**src/rtl/mig2_pkg.sv**
```systemverilog
// Shared widths and types for the Mig2 instruction-fetch front end.
// Constants are the default build; modules re-derive widths from their own parameters.
package mig2_pkg;

  localparam int DEF_ADDR_WIDTH = 8;
  localparam int DEF_DATA_SIZE  = 4;
  localparam int DEF_DATA_WIDTH = DEF_DATA_SIZE * 8;
  localparam int DEF_WORD_LSB   = $clog2(DEF_DATA_SIZE);

  typedef logic [DEF_ADDR_WIDTH-1:0] addr_t;
  typedef logic [DEF_DATA_WIDTH-1:0] insn_t;

  typedef struct packed {
    addr_t pc;
    insn_t insn;
  } fetch_entry_t;

endpackage

```
**src/rtl/mig2_fetch_unit_if.sv**
```systemverilog
// Fetch-unit bus bundle: memory request/response channel and the decode-side instruction channel.
// master = fetch unit, slave = instruction memory plus decode.
interface mig2_fetch_unit_if
  import mig2_pkg::*;
#(
  parameter int ADDR_WIDTH = DEF_ADDR_WIDTH,
  parameter int DATA_WIDTH = DEF_DATA_WIDTH
);

  logic                  mem_req_valid;
  logic                  mem_req_ready;
  logic [ADDR_WIDTH-1:0] mem_req_addr;
  logic                  mem_rsp_valid;
  logic [DATA_WIDTH-1:0] mem_rsp_data;

  logic                  insn_valid;
  logic                  insn_ready;
  logic [ADDR_WIDTH-1:0] insn_pc;
  logic [DATA_WIDTH-1:0] insn_data;

  modport master (
    output mem_req_valid, mem_req_addr,
    input  mem_req_ready, mem_rsp_valid, mem_rsp_data,
    output insn_valid, insn_pc, insn_data,
    input  insn_ready
  );

  modport slave (
    input  mem_req_valid, mem_req_addr,
    output mem_req_ready, mem_rsp_valid, mem_rsp_data,
    input  insn_valid, insn_pc, insn_data,
    output insn_ready
  );

endinterface

```
**src/rtl/mig2_fetch_fifo.sv**
```systemverilog
// Flushable synchronous FIFO of fetch entries; registered storage, head visible the cycle after push.
// Flush wins over push/pop; push+pop together is legal even when full.
module mig2_fetch_fifo
  import mig2_pkg::*;
#(
  parameter type entry_t = fetch_entry_t,
  parameter int  DEPTH   = 4,
  localparam int PTR_W   = $clog2(DEPTH),
  localparam int CNT_W   = $clog2(DEPTH + 1)
) (
  input  logic             clk,
  input  logic             rst,
  input  logic             i_flush,
  input  logic             i_push,
  input  entry_t           i_push_dat,
  input  logic             i_pop,
  output logic             o_head_vld,
  output entry_t           o_head_dat,
  output logic [CNT_W-1:0] o_occ
);

  entry_t           r_mem [DEPTH];
  logic [PTR_W-1:0] r_wr_ptr;
  logic [PTR_W-1:0] r_rd_ptr;
  logic [CNT_W-1:0] r_cnt;

  logic w_do_push;
  logic w_do_pop;

  assign w_do_push = i_push && !i_flush && !rst;
  assign w_do_pop  = i_pop && !i_flush && (r_cnt != '0);

  always_ff @(posedge clk) begin
    if (rst || i_flush) begin
      r_wr_ptr <= '0;
      r_rd_ptr <= '0;
      r_cnt    <= '0;
    end else begin
      if (w_do_push) r_wr_ptr <= r_wr_ptr + PTR_W'(1);
      if (w_do_pop)  r_rd_ptr <= r_rd_ptr + PTR_W'(1);
      r_cnt <= r_cnt + CNT_W'(w_do_push) - CNT_W'(w_do_pop);
    end
  end

  // When full, the write slot equals the head slot; the head is consumed this cycle so overwrite is safe.
  always_ff @(posedge clk) begin
    if (w_do_push) r_mem[r_wr_ptr] <= i_push_dat;
  end

  assign o_head_vld = (r_cnt != '0);
  assign o_head_dat = r_mem[r_rd_ptr];
  assign o_occ      = r_cnt;

  a_no_overflow: assert property (@(posedge clk) disable iff (rst)
    !(i_push && !i_flush && !i_pop && (r_cnt == CNT_W'(DEPTH))));

endmodule

```
**src/rtl/mig2_fetch_unit.sv**
```systemverilog
// Mig2 fetch front end: credit-limited request issue, in-order response capture, redirect squash, halt.
// Response reaches insn_valid one cycle after mem_rsp_valid; issue stalls when queue credits run out.
module mig2_fetch_unit
  import mig2_pkg::*;
#(
  parameter int  ADDR_WIDTH      = DEF_ADDR_WIDTH,
  parameter int  DATA_SIZE       = DEF_DATA_SIZE,
  parameter int  FQ_DEPTH        = 4,
  parameter int  MAX_OUTSTANDING = 2,
  localparam int DATA_WIDTH      = DATA_SIZE * 8,
  localparam int WORD_LSB        = $clog2(DATA_SIZE)
) (
  input  logic                         clk,
  input  logic                         rst,
  input  logic [ADDR_WIDTH-WORD_LSB-1:0] rst_addr,
  mig2_fetch_unit_if.master            bus,
  input  logic                         redir_valid,
  input  logic [ADDR_WIDTH-1:0]        redir_addr,
  input  logic                         halt,
  output logic                         halted,
  output logic [ADDR_WIDTH-1:0]        debug_pc
);

  localparam int CNT_W = $clog2(FQ_DEPTH + 1);
  localparam logic [ADDR_WIDTH-1:0] STEP       = ADDR_WIDTH'(DATA_SIZE);
  localparam logic [ADDR_WIDTH-1:0] ALIGN_MASK = ~ADDR_WIDTH'(DATA_SIZE - 1);

  typedef struct packed {
    logic [ADDR_WIDTH-1:0] pc;
    logic [DATA_WIDTH-1:0] insn;
  } entry_t;

  logic [ADDR_WIDTH-1:0] r_pc;
  logic [ADDR_WIDTH-1:0] r_rsp_pc;
  logic [CNT_W-1:0]      r_outstanding;
  logic [CNT_W-1:0]      r_drop_cnt;
  logic                  r_halted;

  logic [ADDR_WIDTH-1:0] w_rst_pc;
  logic [ADDR_WIDTH-1:0] w_redir_pc;
  logic [CNT_W-1:0]      w_occ;
  logic [CNT_W:0]        w_credit_used;
  logic [CNT_W-1:0]      w_out_nxt;
  logic                  w_issue;
  logic                  w_fire;
  logic                  w_push;
  logic                  w_pop;
  logic                  w_head_vld;
  entry_t                w_head;
  entry_t                w_push_dat;

  assign w_rst_pc   = {rst_addr, {WORD_LSB{1'b0}}};
  assign w_redir_pc = redir_addr & ALIGN_MASK;

  // Queue slots already filled plus slots promised to in-flight reads must leave room for one more.
  assign w_credit_used = {1'b0, w_occ} + {1'b0, r_outstanding};
  assign w_issue = !rst && !halt && !redir_valid
                && (r_outstanding < CNT_W'(MAX_OUTSTANDING))
                && (w_credit_used < (CNT_W+1)'(FQ_DEPTH));
  assign w_fire  = w_issue && bus.mem_req_ready;

  assign w_push     = bus.mem_rsp_valid && !rst && !redir_valid && (r_drop_cnt == '0);
  assign w_pop      = w_head_vld && bus.insn_ready;
  assign w_push_dat = {r_rsp_pc, bus.mem_rsp_data};
  assign w_out_nxt  = r_outstanding + CNT_W'(w_fire) - CNT_W'(bus.mem_rsp_valid);

  always_ff @(posedge clk) begin
    if (rst) begin
      r_pc          <= w_rst_pc;
      r_rsp_pc      <= w_rst_pc;
      r_outstanding <= '0;
      r_drop_cnt    <= '0;
      r_halted      <= 1'b0;
    end else begin
      r_outstanding <= w_out_nxt;
      r_halted      <= halt && (w_out_nxt == '0);
      if (redir_valid) begin
        // Everything still in flight after this cycle belongs to the old stream.
        r_pc       <= w_redir_pc;
        r_rsp_pc   <= w_redir_pc;
        r_drop_cnt <= r_outstanding - CNT_W'(bus.mem_rsp_valid);
      end else begin
        if (w_fire) r_pc     <= r_pc + STEP;
        if (w_push) r_rsp_pc <= r_rsp_pc + STEP;
        if (bus.mem_rsp_valid && (r_drop_cnt != '0)) r_drop_cnt <= r_drop_cnt - CNT_W'(1);
      end
    end
  end

  mig2_fetch_fifo #(
    .entry_t (entry_t),
    .DEPTH   (FQ_DEPTH)
  ) u_fifo (
    .clk        (clk),
    .rst        (rst),
    .i_flush    (redir_valid),
    .i_push     (w_push),
    .i_push_dat (w_push_dat),
    .i_pop      (w_pop),
    .o_head_vld (w_head_vld),
    .o_head_dat (w_head),
    .o_occ      (w_occ)
  );

  assign bus.mem_req_valid = w_issue;
  assign bus.mem_req_addr  = r_pc;
  assign bus.insn_valid    = w_head_vld;
  assign bus.insn_pc       = w_head_vld ? w_head.pc   : '0;
  assign bus.insn_data     = w_head_vld ? w_head.insn : '0;
  assign halted            = r_halted;
  assign debug_pc          = r_pc;

endmodule

```
**src/flat_wrapper.sv**
```systemverilog
// flat-port wrapper written by rule: the top's interface ports become plain ports
module mig2_fetch_unit_flat import mig2_pkg::*;
#(
  parameter int  ADDR_WIDTH      = DEF_ADDR_WIDTH,
  parameter int  DATA_SIZE       = DEF_DATA_SIZE,
  parameter int  FQ_DEPTH        = 4,
  parameter int  MAX_OUTSTANDING = 2,
  localparam int DATA_WIDTH      = DATA_SIZE * 8,
  localparam int WORD_LSB        = $clog2(DATA_SIZE)
)
  (clk, rst, rst_addr, redir_valid, redir_addr, halt, halted, debug_pc, bus_mem_req_valid, bus_mem_req_addr, bus_mem_req_ready, bus_mem_rsp_valid, bus_mem_rsp_data, bus_insn_valid, bus_insn_pc, bus_insn_data, bus_insn_ready);
  mig2_fetch_unit_if #(.ADDR_WIDTH(ADDR_WIDTH), .DATA_WIDTH(32)) bus_i ();
  input  logic clk;
  input  logic rst;
  input  logic [ADDR_WIDTH-WORD_LSB-1:0] rst_addr;
  input  logic redir_valid;
  input  logic [ADDR_WIDTH-1:0] redir_addr;
  input  logic halt;
  output logic halted;
  output logic [ADDR_WIDTH-1:0] debug_pc;
  output wire logic [$bits(bus_i.mem_req_valid)-1:0] bus_mem_req_valid;
  output wire logic [$bits(bus_i.mem_req_addr)-1:0] bus_mem_req_addr;
  input wire logic [$bits(bus_i.mem_req_ready)-1:0] bus_mem_req_ready;
  input wire logic [$bits(bus_i.mem_rsp_valid)-1:0] bus_mem_rsp_valid;
  input wire logic [$bits(bus_i.mem_rsp_data)-1:0] bus_mem_rsp_data;
  output wire logic [$bits(bus_i.insn_valid)-1:0] bus_insn_valid;
  output wire logic [$bits(bus_i.insn_pc)-1:0] bus_insn_pc;
  output wire logic [$bits(bus_i.insn_data)-1:0] bus_insn_data;
  input wire logic [$bits(bus_i.insn_ready)-1:0] bus_insn_ready;
  assign bus_mem_req_valid = bus_i.mem_req_valid;
  assign bus_mem_req_addr = bus_i.mem_req_addr;
  assign bus_i.mem_req_ready = bus_mem_req_ready;
  assign bus_i.mem_rsp_valid = bus_mem_rsp_valid;
  assign bus_i.mem_rsp_data = bus_mem_rsp_data;
  assign bus_insn_valid = bus_i.insn_valid;
  assign bus_insn_pc = bus_i.insn_pc;
  assign bus_insn_data = bus_i.insn_data;
  assign bus_i.insn_ready = bus_insn_ready;
  mig2_fetch_unit #(.ADDR_WIDTH(ADDR_WIDTH), .DATA_SIZE(DATA_SIZE), .FQ_DEPTH(FQ_DEPTH), .MAX_OUTSTANDING(MAX_OUTSTANDING)) u_core (.clk(clk), .rst(rst), .rst_addr(rst_addr), .bus(bus_i), .redir_valid(redir_valid), .redir_addr(redir_addr), .halt(halt), .halted(halted), .debug_pc(debug_pc));
endmodule
```
**config.mk**
```make
export PLATFORM = sky130hd
export DESIGN_NAME = mig2_fetch_unit_flat
export DESIGN_NICKNAME = d
export VERILOG_FILES = /design/src/rtl/mig2_pkg.sv /design/src/rtl/mig2_fetch_unit_if.sv /design/src/rtl/mig2_fetch_fifo.sv /design/src/rtl/mig2_fetch_unit.sv /design/src/flat_wrapper.sv
export SDC_FILE = /design/constraint.sdc
export NUM_CORES = 1
export LEC_CHECK = 0
export CORE_ASPECT_RATIO = 0.9
export CORE_MARGIN = 2
export CORE_UTILIZATION = 58
export CTS_CLUSTER_SIZE = 20
export DETAILED_ROUTE_END_ITERATION = 8
export HOLD_SLACK_MARGIN = 0.03
export PLACE_DENSITY = 0.9
export SYNTH_ARGS = -nofsm -noshare
export SYNTH_HDL_FRONTEND = slang
export SYNTH_SLANG_ARGS = --single-unit
```
**constraint.sdc**
```tcl
create_clock -name clk -period 4.95 [get_ports clk]
set_input_delay 1.485 -clock clk [delete_from_list [all_inputs] [get_ports clk]]
set_output_delay 1.485 -clock clk [all_outputs]
set_load 0.01 [all_outputs]
```
==> impl_metrics.tcl, run 1 <==
set metrics [dict create \
    drt_iter0_drc 276 \
    drt_wl_total_um 13700 \
    final_common_cell "edfxtp_1" \
    start_kind "input port" \
    whs_endpoint "u_core.r_drop_cnt[1]" \
    ff2ff_path_depth 12 \
    r2r_slack_ns 2.37 \
    cts_buffers 17 \
    rows 39 \
    path_cells "clkdlybuf4s50_1 > nor2_1 > nand4_1 > nor3_1 > clkdlybuf4s50_1" \
    grt_max_degree 40 \
    maxSlewHeadroom_pct 32.6 \
    place.gp.congestion 0.792 \
    n_antenna_cell 0 \
    num_vias 3977 \
    netlist-cell-type-count 41 \
    dp_slack_ns 0.491 \
    ant_nets 0 \
    hold_violations 0 \
    ys_seq_area_share_pct 70.2 \
    fin_crit_ns 4.45 \
    drive_above_1_share_pct 16.3 \
    syn_avg_cell_area_um2 17.6 \
    yosys.area.top_type "edfxtp_1" \
    fin_nets 604 \
    cts_tree "done" \
    ctsResizeCount 0 \
    grt_overflow 0 \
    grt_pass1_vias 4190 \
    hpwl_um 8530 \
    clk_path_buf_depth 2 \
    initial_core_util_pct 59.2 \
    clk_latency_ns 0.42 \
    htreeDepth 4 \
    post_drt_wl_per_cell_um 19.4 \
    r2r-end "u_core.u_fifo.o_occ[2]" \
    critPathKind "input port to primary output" \
    die_area_um2 13800 \
    setup_tns_ns 0 \
    synth_ff_type "edfxtp_1" \
    grt_antenna_before_repair 0 \
    most-common-layout-cells "164 x edfxtp_1, 103 x clkdlybuf4s50_1, 42 x nor2b_1, 38 x mux4_2" \
    leakagePower_uw 0.00308 \
    hold_ws_ns 0.546 \
    drv_cap 0 \
    drv_slew 0 \
    worstHoldStart "u_core.r_drop_cnt[1]" \
    vias_per_cell 5.61 \
    die_x_um 124 \
    cpPeakStageDelay_ns 0.57 \
    crit_required_ns 3.46 \
    endpoint_kind "primary output" \
    worstPathMaxFanout 2 \
    tightest_slew_ns 1.01 \
    critical_path.most_common_cell "clkdlybuf4s50_1" \
    syn_area_um2 7480 \
    rsz0062_at_grt "no" \
    coreArea_um2 12600 \
    synth.top_cell.area_share_pct 65.9 \
    power_uw 3420 \
    status "completed" \
    grt_pass1_wl_um 21400 \
    boundaryPins 112 \
    postCtsHoldBufs 0 \
    cts.sinks 180 \
    netlist_top_cells_area "edfxtp_1 66%, mux4_2 11%, dfxtp_1 4.3%" \
    setup_viol 0 \
    min_path_type "flip-flop to flip-flop" \
    rr_startpoint "u_core.r_drop_cnt[0]" \
    whs_path_depth 2 \
    critPathSlowestCell "clkdlybuf4s50_1" \
    min_period_over_period_pct 89.8 \
    die_h_um 112 \
    area_delta_synth_final_pct 24.4 \
    gr-usage-all-layers_pct 21.2 \
    post-route-util_pct 73.6 \
    ir_drop_mv 0.256 \
    fmax_mhz 225 \
    p_per_area_nw_per_um2 368 \
    io_buffer_count 103 \
    synthCells 424 \
    dr.pass1.iters 4 \
    root_buffer "clkbuf_16" \
    finClkSkew_ns 0.00915 \
    clk_pin_slew_ns 0.07 \
    route.detailed.drc 0 \
    async_flop_share_pct 0 \
    arrival_ns 2.96 \
    yosysWarnings 0 \
    worst_slack_ns 0.504 \
    crit_family "buffers and inverters" \
    synth_edf_count 164 \
    cts_setup_buffers 0 \
    ys_ff_latch 180 \
    path_buf_inv 2 \
]
Yosys cell counts (2+ instances only):
cell type,count
nand2_1,8
nor3_1,3
o31ai_1,2
buf_4,13
inv_1,16
mux2i_1,3
nand3_1,8
mux4_2,38
xnor2_1,4
or4_1,2
o21ai_1,6
clkbuf_1,6
fa_1,2
nor2b_1,42
a22oi_1,2
edfxtp_1,164
and2_1,6
o211ai_1,2
a21oi_1,9
ha_1,17
buf_6,4
nor2_1,16
xor2_1,9
and3_1,2
buf_2,6
nand2b_1,4
dfxtp_1,16
stage by stage:
step	std cells	area, um2
after CTS	709	9300
after floorplan	429	7490
after global placement	677	8670
after detailed placement	677	8670
final	709	9300
after global routing	709	9300
logic make-up after synthesis:
group	Yosys count	synth area share [%]
AO/OA/AOI/OAI	27	2.21
XOR/XNOR	13	1.52
adder cells (fa/ha/maj)	19	3.38
buffers and inverters	46	3.46
flip-flops	180	70.2
multiplexers	42	12.0
other	1	0.0502
AND/OR/NAND/NOR	96	7.21
report_power, final:
group	switching [uW]	internal, uW	total (uW)	leakage, uW
logic	132	148	279	0.00115
registers	35.3	1710	1740	0.00163
clock network	553	849	1400	0.000296
worst max-delay path by stage:
stage                              to  from  depth (start not counted)
floorplan           bus_mem_req_valid   rst                          4
global placement    bus_mem_req_valid   rst                          5
detailed placement  bus_mem_req_valid  halt                          5
CTS                 bus_mem_req_valid  halt                          5
global route        bus_mem_req_valid  halt                          5
finish              bus_mem_req_valid  halt                          5
sequential cells by signal, summed over array words and instances, names as in the netlist, named ones only:
signal,cells
u_core.u_fifo.r_wr_ptr,2
u_core.r_outstanding,3
u_core.u_fifo.r_rd_ptr,2
u_core.u_fifo.o_occ,3
u_core.r_drop_cnt,3
u_core.r_rsp_pc,6
u_core.bus.mem_req_addr,6
u_core.halted,1
u_core.u_fifo.r_mem,152
worst register-to-register path: stages (launching register included):
cell      delay [ns]
dfxtp_1         0.30
inv_1           0.11
ha_1            0.21
nand3b_1        0.20
nor2_1          0.33
inv_1           0.08
ha_1            0.28
inv_1           0.04
ha_1            0.18
fa_1            0.38
xnor2_1         0.19
xnor2_1         0.14
nor2_1          0.05
layout make-up:
| cell class | count | area, um2 |
|---|---|---|
| Tap cell | 164 | 205 |
| Multi-Input combinational cell | 203 | 2000 |
| Fill cell | 727 | 3340 |
| Clock buffer | 17 | 425 |
| Sequential cell | 180 | 5250 |
| Clock inverter | 15 | 204 |
| Timing Repair Buffer | 113 | 1160 |
| Inverter | 17 | 63.8 |
per-layer routing:
metal	routed length, um	GRT usage (%)
met1	5600	26.5
met2	7260	36.3
met3	743	4.97
met4	146	7.58
met5	0	0
Power figures use the tool's default switching activity.
==> inputs of run 2 (changes only) <==
--- a/config.mk
+++ b/config.mk
@@ -12,6 +12,7 @@
 export DETAILED_ROUTE_END_ITERATION = 8
 export HOLD_SLACK_MARGIN = 0.03
 export PLACE_DENSITY = 0.9
+export SKIP_LAST_GASP = 1
 export SYNTH_ARGS = -nofsm -noshare
 export SYNTH_HDL_FRONTEND = slang
 export SYNTH_SLANG_ARGS = --single-unit
==> results of run 2 <==
No change in the layout: final DEF, timing and power equal those of run 1.
